==> src/rtl/bam8_prod_acc.sv <==
// rtl/bam8_prod_acc.sv - accumulates BAM8 product beats into one term and hands it on over valid/ready
// Overflow handling: define BAM8_PROD_ACC_SAT_EN to clamp, leave undefined to wrap.
module bam8_prod_acc #(
  parameter int ACC_W = 24,
  parameter int LEN   = 16
) (
  input  logic             clk,
  input  logic             rst_n,
  input  logic             prod_valid,
  output logic             prod_ready,
  input  logic [15:0]      prod_data,
  input  logic             prod_last,
  output logic             acc_valid,
  input  logic             acc_ready,
  output logic [ACC_W-1:0] acc_data,
  output logic [7:0]       acc_cnt,
  output logic             acc_ovf
);

  typedef enum logic [1:0] {IDLE = 2'd0, ACCUM = 2'd1, HOLD = 2'd2} state_t;

  state_t           state;
  state_t           state_nxt;
  logic             beat;
  logic             close;
  logic [ACC_W-1:0] base;
  logic [ACC_W:0]   sum;
  logic [ACC_W-1:0] acc_nxt;
  logic [7:0]       cnt_nxt;
  logic             ovf_nxt;

  assign beat = prod_valid && prod_ready;

  // A term opening in IDLE starts from zero rather than the stale result.
  always_comb begin
    base    = (state == IDLE) ? '0 : acc_data;
    sum     = {1'b0, base} + {{(ACC_W - 15){1'b0}}, prod_data};
    cnt_nxt = (state == IDLE) ? 8'd1 : acc_cnt + 8'd1;
    ovf_nxt = ((state == IDLE) ? 1'b0 : acc_ovf) | sum[ACC_W];
    close   = prod_last || (cnt_nxt == 8'(LEN));
`ifdef BAM8_PROD_ACC_SAT_EN
    acc_nxt = sum[ACC_W] ? '1 : sum[ACC_W-1:0];
`else
    acc_nxt = sum[ACC_W-1:0];
`endif
  end

  always_ff @(posedge clk) begin
    if (!rst_n) state <= IDLE;
    else        state <= state_nxt;
  end

  always_comb begin
    state_nxt = state;
    case (state)
      IDLE, ACCUM: if (beat) state_nxt = close ? HOLD : ACCUM;
      HOLD:        if (acc_ready) state_nxt = IDLE;
      default:     state_nxt = IDLE;
    endcase
  end

  always_comb begin
    prod_ready = (state != HOLD);
    acc_valid  = (state == HOLD);
  end

  always_ff @(posedge clk) begin
    if (!rst_n) begin
      acc_data <= '0;
      acc_cnt  <= 8'd0;
      acc_ovf  <= 1'b0;
    end else if (beat) begin
      acc_data <= acc_nxt;
      acc_cnt  <= cnt_nxt;
      acc_ovf  <= ovf_nxt;
    end
  end

endmodule

==> config.mk <==
export PLATFORM = sky130hd
export DESIGN_NAME = bam8_prod_acc
export DESIGN_NICKNAME = d
export VERILOG_FILES = /design/src/rtl/bam8_prod_acc.sv
export SDC_FILE = /design/constraint.sdc
export NUM_CORES = 1
export LEC_CHECK = 0
export ABC_AREA = 1
export BUFFER_PORTS_ARGS = -buffer_cell sky130_fd_sc_hd__buf_2
export CAP_MARGIN = 0
export CORE_AREA = 2 2 83 117
export CTS_BUF_LIST = sky130_fd_sc_hd__clkbuf_16
export DETAILED_ROUTE_END_ITERATION = 6
export DIE_AREA = 0 0 85 119
export GPL_ROUTABILITY_DRIVEN = 0
export HOLD_SLACK_MARGIN = 0.1
export PLACE_DENSITY = 0.54
export SYNTH_ARGS = -nofsm -noshare
export SYNTH_HDL_FRONTEND = slang
export SYNTH_SLANG_ARGS = --single-unit
==> constraint.sdc <==
create_clock -name clk -period 2.7 [get_ports clk]
set_input_delay 0.54 -clock clk [delete_from_list [all_inputs] [get_ports clk]]
set_output_delay 0.54 -clock clk [all_outputs]
set_load 0.1 [all_outputs]
==> results of run 1 <==
[power groups by stage]
| stage | Clock [mW] | Sequential (mW) | Combinational [mW] |
|---|---|---|---|
| final | 0.773 | 0.574 | 0.546 |
| after global routing | 0.816 | 0.579 | 0.592 |
| after CTS | 0.798 | 0.574 | 0.549 |
| after detailed placement | 0 | 0.586 | 0.547 |
| after global placement | 0 | 0.585 | 0.545 |
| after floorplan | 0 | 0.803 | 0.225 |
[synth_stat cells (all sizes together)]
cell | instances | area share
nand2 | 81 | 0.12
nor2 | 77 | 0.12
nand3b | 1 | 0.0028
a21o | 2 | 0.0057
o21ai | 26 | 0.052
nor4 | 3 | 0.0071
nand4 | 1 | 0.0024
nand3 | 36 | 0.070
inv | 69 | 0.098
xnor2 | 1 | 0.0033
fa | 1 | 0.0076
buf | 7 | 0.015
clkbuf | 3 | 0.0043
dfxtp | 35 | 0.26
o211ai | 1 | 0.0028
xor2 | 7 | 0.023
or2 | 2 | 0.0047
o22ai | 1 | 0.0024
o21bai | 1 | 0.0028
a21oi | 53 | 0.10
a21boi | 1 | 0.0028
nor3 | 6 | 0.011
ha | 17 | 0.080
[flip-flops by register name (all words and copies together) (netlist names)]
name and cells:
acc_ovf 1, acc_cnt 8, acc_data 24, state 2
[worst min-delay path, stage by stage (launching register included)]
cell and delay (ps):
dfxtp_1 300, inv_1 70, a21oi_1 60
[layer usage]
metal,vias up,GRT usage,part of all wire
li1,1494,-,-
met1,1257,0.172,0.42
met2,60,0.275,0.52
met3,14,0.0243,0.037
met4,0,0.0774,0.024
met5,-,0,0
[final timing paths]
path | start | end | slack, ps
worst min-delay path | acc_data[0]$_SDFFE_PN0P_ | acc_data[0]$_SDFFE_PN0P_ | 470
worst min register to register | acc_data[0]$_SDFFE_PN0P_ | acc_data[0]$_SDFFE_PN0P_ | 470
worst max register to register | state[1]$_SDFFE_PN0P_ | acc_data[19]$_SDFFE_PN0P_ | 380
worst max-delay path | state[1]$_SDFFE_PN0P_ | acc_data[19]$_SDFFE_PN0P_ | 380
[through the flow]
| step | hold WS, ps | instances | total power [mW] | setup slack (ps) |
|---|---|---|---|---|
| CTS | 477 | 598 | 1.92 | 216 |
| floorplan | 480 | 432 | 1.03 | 237 |
| global route | 504 | 598 | 1.99 | 58.0 |
| detailed placement | 467 | 590 | 1.13 | 241 |
| finish | 473 | 598 | 1.89 | 379 |
| global placement | 465 | 590 | 1.13 | 239 |
[final cells by class]
class	instances	area (sq um)	share of cell area
Multi-Input combinational cell	318	1640	0.508
Inverter	69	259	0.0801
Tap cell	110	138	0.0426
Clock buffer	5	125	0.0387
Sequential cell	35	701	0.217
Timing Repair Buffer	58	302	0.0932
Clock inverter	3	67.6	0.0209
[layout by cell type, fill, tap and decap left out]
| cell type | netlist | final |
|---|---|---|
| o21ai_2 | 2 | 2 |
| inv_1 | 67 | 67 |
| clkbuf_16 | 0 | 5 |
| buf_2 | 5 | 55 |
| nor2_4 | 1 | 2 |
| nor2_2 | 4 | 3 |
| clkinvlp_4 | 0 | 1 |
| nand2_1 | 77 | 77 |
| xor2_1 | 7 | 7 |
| a21oi_2 | 2 | 2 |
| nand4_1 | 1 | 1 |
| xnor2_1 | 1 | 1 |
| dfxtp_1 | 35 | 35 |
| nand2_2 | 4 | 4 |
| ha_1 | 17 | 17 |
| buf_4 | 0 | 2 |
| nor2_1 | 72 | 72 |
| a21oi_1 | 51 | 51 |
| nor3_1 | 6 | 6 |
| nand3_1 | 35 | 35 |
| nor4_1 | 3 | 3 |
| a21boi_1 | 1 | 1 |
| o211ai_1 | 1 | 1 |
| nand3_2 | 1 | 1 |
| o22ai_1 | 1 | 1 |
| o21ai_0 | 24 | 24 |
| bufinv_16 | 0 | 2 |
| nand3b_1 | 1 | 1 |
| buf_6 | 1 | 1 |
| fa_1 | 1 | 1 |
| inv_2 | 2 | 2 |
| o21bai_1 | 1 | 1 |
| a21o_1 | 2 | 2 |
| or2_2 | 2 | 2 |
[timing repair]
action                     in CTS  in global routing
setup endpoints to repair       0                  4
resized for setup               0                  2
hold buffers                    0                  0
[cells by family after synthesis]
logic type / synth area share
AOI/OAI and AO/OA: 0.171
xor gates and xnor gates: 0.0265
adders and majority gates: 0.0879
buffers and inverters: 0.117
DFF: 0.265
and+or+nand+nor: 0.333
==> impl_results.md, run 1 <==
- CTS clk-pin slew, worst paths: 60 ps
- Share of cells above drive strength 1: 0.172
- Warnings from Yosys: 0
- Critical Path AT: 2490 ps
- CP max FO: 16
- Fin area: 0.00323 sq mm
- Initial Utilization: 0.288
- Buf/Inv on CP: 1
- Status: finished clean
- RSZ-0062 raised after global routing: false
- Syn nets: 471
- # fillers: a little over 1000
- Post-Syn Area: 0.00265 sq mm
- Switching power: 0.695 mW
- Int Power: 1.20 mW
- Clock Tree Buf Depth: 2
- Combinational share of power: 0.288
- Max incr delay on CP: 360 ps
- CP Depth: 11
- CTS tree: done
- Fin. max-slew vios: 0
- Min-Delay Path Class: flip-flop to flip-flop
- Post-CTS setup buffers: 0
- CP startpoint kind: flip-flop
- Yosys reg bits: 35
- WS Path Type: flip-flop to flip-flop
- Power per cell area: 585 mW/mm^2
- Worst Path Required: about 2900 ps
- Minimum clock period: 2320 ps
- CP max-delay cell: dfxtp_1
- First DRT Iteration DRCs: 125
- Post-DP HPWL: 5800 um
- I/O pin total: 56
- CP top delay family: simple AND/OR/NAND/NOR gates
- Vias per cell: 4.72
- Worst-Skew Late Latency: about 290 ps
- Clk_skew: between 5 and 6 ps
- LEAKAGE: 1.65 nW
- Final critical-path share of the clock period: 0.859
- Critical-path cell list: nor2_4 -> buf_6 -> nor2_1 -> ha_1 -> a21oi_1 -> a21boi_1 -> nand3_1 -> nand2_1 -> nand2_2 -> a21oi_1 -> nor2_1
- Initial antenna violation count: 0
- Port-buffer cells: 55
- Remaining antenna violation count after routing: 0
- 1st-pass router iterations: 4
- Die Y: 119 um
- # DRC: 0
- Syn_area_per_cell: 6.13 sq um
- # setup viols final: 0
- Final Util: 0.352
- Worst R2R Path Depth: 11
- Nets: 526
- Routed WL: 7370 um
- VDD IR-drop max: 0.256 mV
- Total global routing overflow: 0
- Die span in x: 85 um
- Final Hold Vio Count: 0
- Largest net degree at the start of global routing: 29
- Switching share of power: 0.367
- Max_cap viols: 0
- Full die area: 0.0101 sq mm
- Clock Sink Count: 35
- Rows: 42
- Sequential Power Share: 0.303
- Gate Count Post-Synth: roughly 430
- WL/cell: around 12 um
- DP Area: 0.00303 sq mm
- Clock network power share: 0.409
- Layout area overhead: 22.1%
- Hold Path Stages: 2
- Sequential fraction of the synthesis area: 0.265
- Peak Freq: 0.431 GHz
- Setup TNS: 0 ps
- H-tree depth: 2
- Synth cell types: 32
- Ant diodes: 0
- Global-route wire length before repair: 12600 um
- Slew headroom: 0.591
- GRT Total Usage: 0.153
- Worst-Margin Slew: 613 ps
- Vias in the first global route: 2842
- Core area: 0.00920 sq mm
- CTS Root Buffer Type: clkbuf_16
- CTS Buf Count: 5
- Via count: between 2000 and 3000
- Setup crit end kind: flip-flop
(Power assumes the default switching activity.)
==> run 2, diff against run 1 <==
--- a/config.mk
+++ b/config.mk
@@ -5,7 +5,6 @@
 export SDC_FILE = /design/constraint.sdc
 export NUM_CORES = 1
 export LEC_CHECK = 0
-export ABC_AREA = 1
 export BUFFER_PORTS_ARGS = -buffer_cell sky130_fd_sc_hd__buf_2
 export CAP_MARGIN = 0
 export CORE_AREA = 2 2 83 117
==> impl_results.md, run 2 <==
- Status: finished clean (unchanged)
- # setup viols final: 0 (unchanged)
- Synth cell types: 55 (was 32)
- Max incr delay on CP: 420 ps (was 360 ps)
- EDFF count, synth: 0 (unchanged)
- Post-DP HPWL: 5860 um (was 5800 um)
- CP startpoint kind: flip-flop (unchanged)
- Syn_area_per_cell: 7.93 sq um (was 6.13 sq um)
- CTS Root Buffer Type: clkbuf_16 (unchanged)
- Vias in the first global route: 2619 (was 2842)
- CTS tree: done (unchanged)
- Via count: 2700 (was 2825)
- Initial antenna violation count: 0 (unchanged)
- Share of cells above drive strength 1: 0.242 (was 0.172)
- HP Start: acc_data[0]$_SDFFE_PN0P_ (unchanged)
- Port-buffer cells: 55 (unchanged)
- Top reg by flops: acc_data (unchanged)
- Die Y: 119 um (unchanged)
- Placed insts: 497 (was 590)
- Final critical-path share of the clock period: 0.936 (was 0.859)
- Peak Freq: 0.396 GHz (was 0.431 GHz)
- Global-route wire length before repair: 12500 um (was 12600 um)
- Rows: 42 (unchanged)
- Leading cell type in the layout, fill and taps excluded: buf_2 (was nand2_1)
- Critical Path AT: 2750 ps (was 2490 ps)
- Commonest cells in the netlist: nand2_1, dfxtp_1, a21oi_1, nor2_1, nand3_1 (was nand2_1, nor2_1, inv_1, a21oi_1)
- Core area: 0.00920 sq mm (unchanged)
- Post-synth ARST share: 0 (unchanged)
- CP top delay family: compound AO/OA/AOI/OAI gates (was simple AND/OR/NAND/NOR gates)
- Clock Sink Count: 35 (unchanged)
- CP max FO: 7 (was 16)
- Sequential fraction of the synthesis area: 0.264 (was 0.265)
- WS Path Type: flip-flop to flip-flop (unchanged)
- Worst-Skew Late Latency: 290 ps (about the same)
- Vias per cell: 5.34 (was 4.72)
- Post-synth top area share: 0.264 (was 0.265)
- Reg2reg start: state[1]$_SDFFE_PN0P_ (unchanged)
- Post-Syn Area: 0.00266 sq mm (was 0.00265 sq mm)
- Initial Utilization: 0.289 (was 0.288)
- Count leader, synth: nand2_1 (unchanged)
- CP max-delay cell: fa_1 (was dfxtp_1)
- Yosys reg bits: 35 (unchanged)
- Total global routing overflow: 0 (unchanged)
- Max reg flops: 24 (unchanged)
- Most frequent cells in the layout: buf_2, nand2_1, dfxtp_1, a21oi_1, nor2_1 (was nand2_1, nor2_1, inv_1, buf_2, a21oi_1)
- Routed WL: 7820 um (was 7370 um)
- GRT Total Usage: 0.154 (was 0.153)
- Clock Tree Buf Depth: 2 (unchanged)
- Largest net degree at the start of global routing: 29 (unchanged)
- Worst Path Required: 2920 ps (was 2870 ps)
- # DRC: 0 (unchanged)
- 1st-pass router iterations: 5 (was 4)
- H-tree depth: 2 (unchanged)
- Max_cap viols: 0 (unchanged)
- Remaining antenna violation count after routing: 0 (unchanged)
- Biggest regs: acc_data x24, acc_cnt x8, state x2 (unchanged)
- Die span in x: 85 um (unchanged)
- Final instance count without filler cells: 506 (was 598)
- Final Hold Vio Count: 0 (unchanged)
- First DRT Iteration DRCs: 102 (was 125)
- Ant diodes: 0 (unchanged)
- CTS Buf Count: 5 (unchanged)
- Warnings from Yosys: 0 (unchanged)
- VDD IR-drop max: 0.214 mV (was 0.256 mV)
- Full die area: 0.0101 sq mm (unchanged)
- Gate Count Post-Synth: 335 (was 432)
- Worst-Margin Slew: 581 ps (was 613 ps)
- I/O pin total: 56 (unchanged)
- Clk_skew: 4.53 ps (was 5.94 ps)
- Nets: 434 (was 526)
- Min-Delay Path Class: flip-flop to flip-flop (unchanged)
- WL/cell: 15.4 um (was 12.3 um)
- Synth area leaders: dfxtp_1, ha_1, nand2_1 (was dfxtp_1, nand2_1, nor2_1)
- Leading area contributor after synthesis: dfxtp_1 (unchanged)
- Final Util: 0.353 (was 0.352)
- Syn nets: 374 (was 471)
- Hold-fix buffers at CTS: 0 (unchanged)
- Critical-path cell list: nor2_4 -> nor2b_1 -> ha_1 -> fa_1 -> and3_1 -> o211a_1 -> o2111ai_2 -> nand4b_4 -> a31o_1 -> a21oi_1 (was nor2_4 -> buf_6 -> nor2_1 -> ha_1 -> a21oi_1 -> a21boi_1 -> nand3_1 -> nand2_1 -> nand2_2 -> a21oi_1 -> nor2_1)
- Power per cell area: 493 mW/mm^2 (was 585 mW/mm^2)
- Setup crit end kind: flip-flop (unchanged)
- Minimum clock period: 2530 ps (was 2320 ps)
- Synth Flop Type: dfxtp_1 (unchanged)
- Worst Setup SP: state[1]$_SDFFE_PN0P_ (unchanged)
- RSZ-0062 raised after global routing: false (unchanged)
- Slew headroom: 0.611 (was 0.591)
- CTS clk-pin slew, worst paths: 60 ps (about the same)
- Fin. max-slew vios: 0 (unchanged)
- Layout area overhead: 22.2% (was 22.1%)
- LEAKAGE: 1.40 nW (was 1.65 nW)
- Buf/Inv on CP: 0 (was 1)
-- run 2: cell types whose count changed in the layout (fill, tap and decap cells not counted), moves of 6 or more --
cell,before,now
buf_4,2,19
nand2_1,77,44
nand3_1,35,18
o21ai_1,0,6
o21ai_0,24,11
nor2b_1,0,17
inv_1,67,6
and3_1,0,7
nand4_1,1,7
nor2_1,72,22
a21oi_1,51,33
-- run 2: per-stage QoR --
| stage | setup WS, ps | instance area, sq um | hold slack (ps) | total power [mW] | setup TNS, ps |
|---|---|---|---|---|---|
| global route | 64.4 | 3250 | 486 | 1.66 | 0 |
| finish | 174 | 3250 | 462 | 1.60 | 0 |
| detailed placement | 76.3 | 3090 | 457 | 1.03 | 0 |
| global placement | 162 | 3090 | 458 | 1.03 | 0 |
| CTS | 47.7 | 3230 | 465 | 1.61 | 0 |
| floorplan | -5.83 | 2660 | 627 | 0.922 | -5.83 |
-- run 2: power by group --
part           switching (mW)  internal (mW)  total (mW)
Sequential             0.0206          0.541       0.561
Combinational           0.339          0.121       0.459
Clock                   0.242          0.337       0.579
-- run 2: layer usage --
| metal | GRT usage | up-vias | share of wire |
|---|---|---|---|
| met5 | 0 | - | 0 |
| met4 | 0.0665 | 0 | 0.023 |
| met3 | 0.0305 | 14 | 0.038 |
| met2 | 0.276 | 62 | 0.52 |
| met1 | 0.173 | 1256 | 0.42 |
| li1 | - | 1368 | - |
-- run 2: kinds of logic (layout without fill, tap and decap cells) --
family,Yosys count,in the layout,synth area share
AOI/OAI and AO/OA,99,99,0.260
and+or+nand+nor,142,142,0.287
muxes,2,2,0.00754
DFF,35,35,0.264
buffers and inverters,26,87,0.0509
xor gates and xnor gates,13,13,0.0429
adders and majority gates,18,18,0.0876
-- run 2: what timing repair did --
action | CTS | global route
endpoints found under the setup margin | 0 | 10
setup buffers | 0 | 1
resized for setup | 0 | 3
-- run 2: cell type report --
cell class / count / area, sq um
Inverter: 5 / 18.8
Fill cell: 990 / 5950
Clock buffer: 5 / 125
Multi-Input combinational cell: 274 / 1830
Tap cell: 110 / 138
Clock inverter: 3 / 16.3
Timing Repair Buffer: 74 / 418
Sequential cell: 35 / 702
-- run 2: worst min-delay path, delay by kind of cell (launching register included) --
family / cells / cell delay, ps
and+or+nand+nor: 1 / 50
AOI/OAI and AO/OA: 1 / 50
DFF: 1 / 310
-- run 2: final timing paths --
check,to,slack [ps],cells past startpoint
worst min register to register,acc_data[0]$_SDFFE_PN0P_,460,2
worst max-delay path,acc_data[18]$_SDFFE_PN0P_,170,10
worst min-delay path,acc_data[0]$_SDFFE_PN0P_,460,2
worst max register to register,acc_data[18]$_SDFFE_PN0P_,170,10
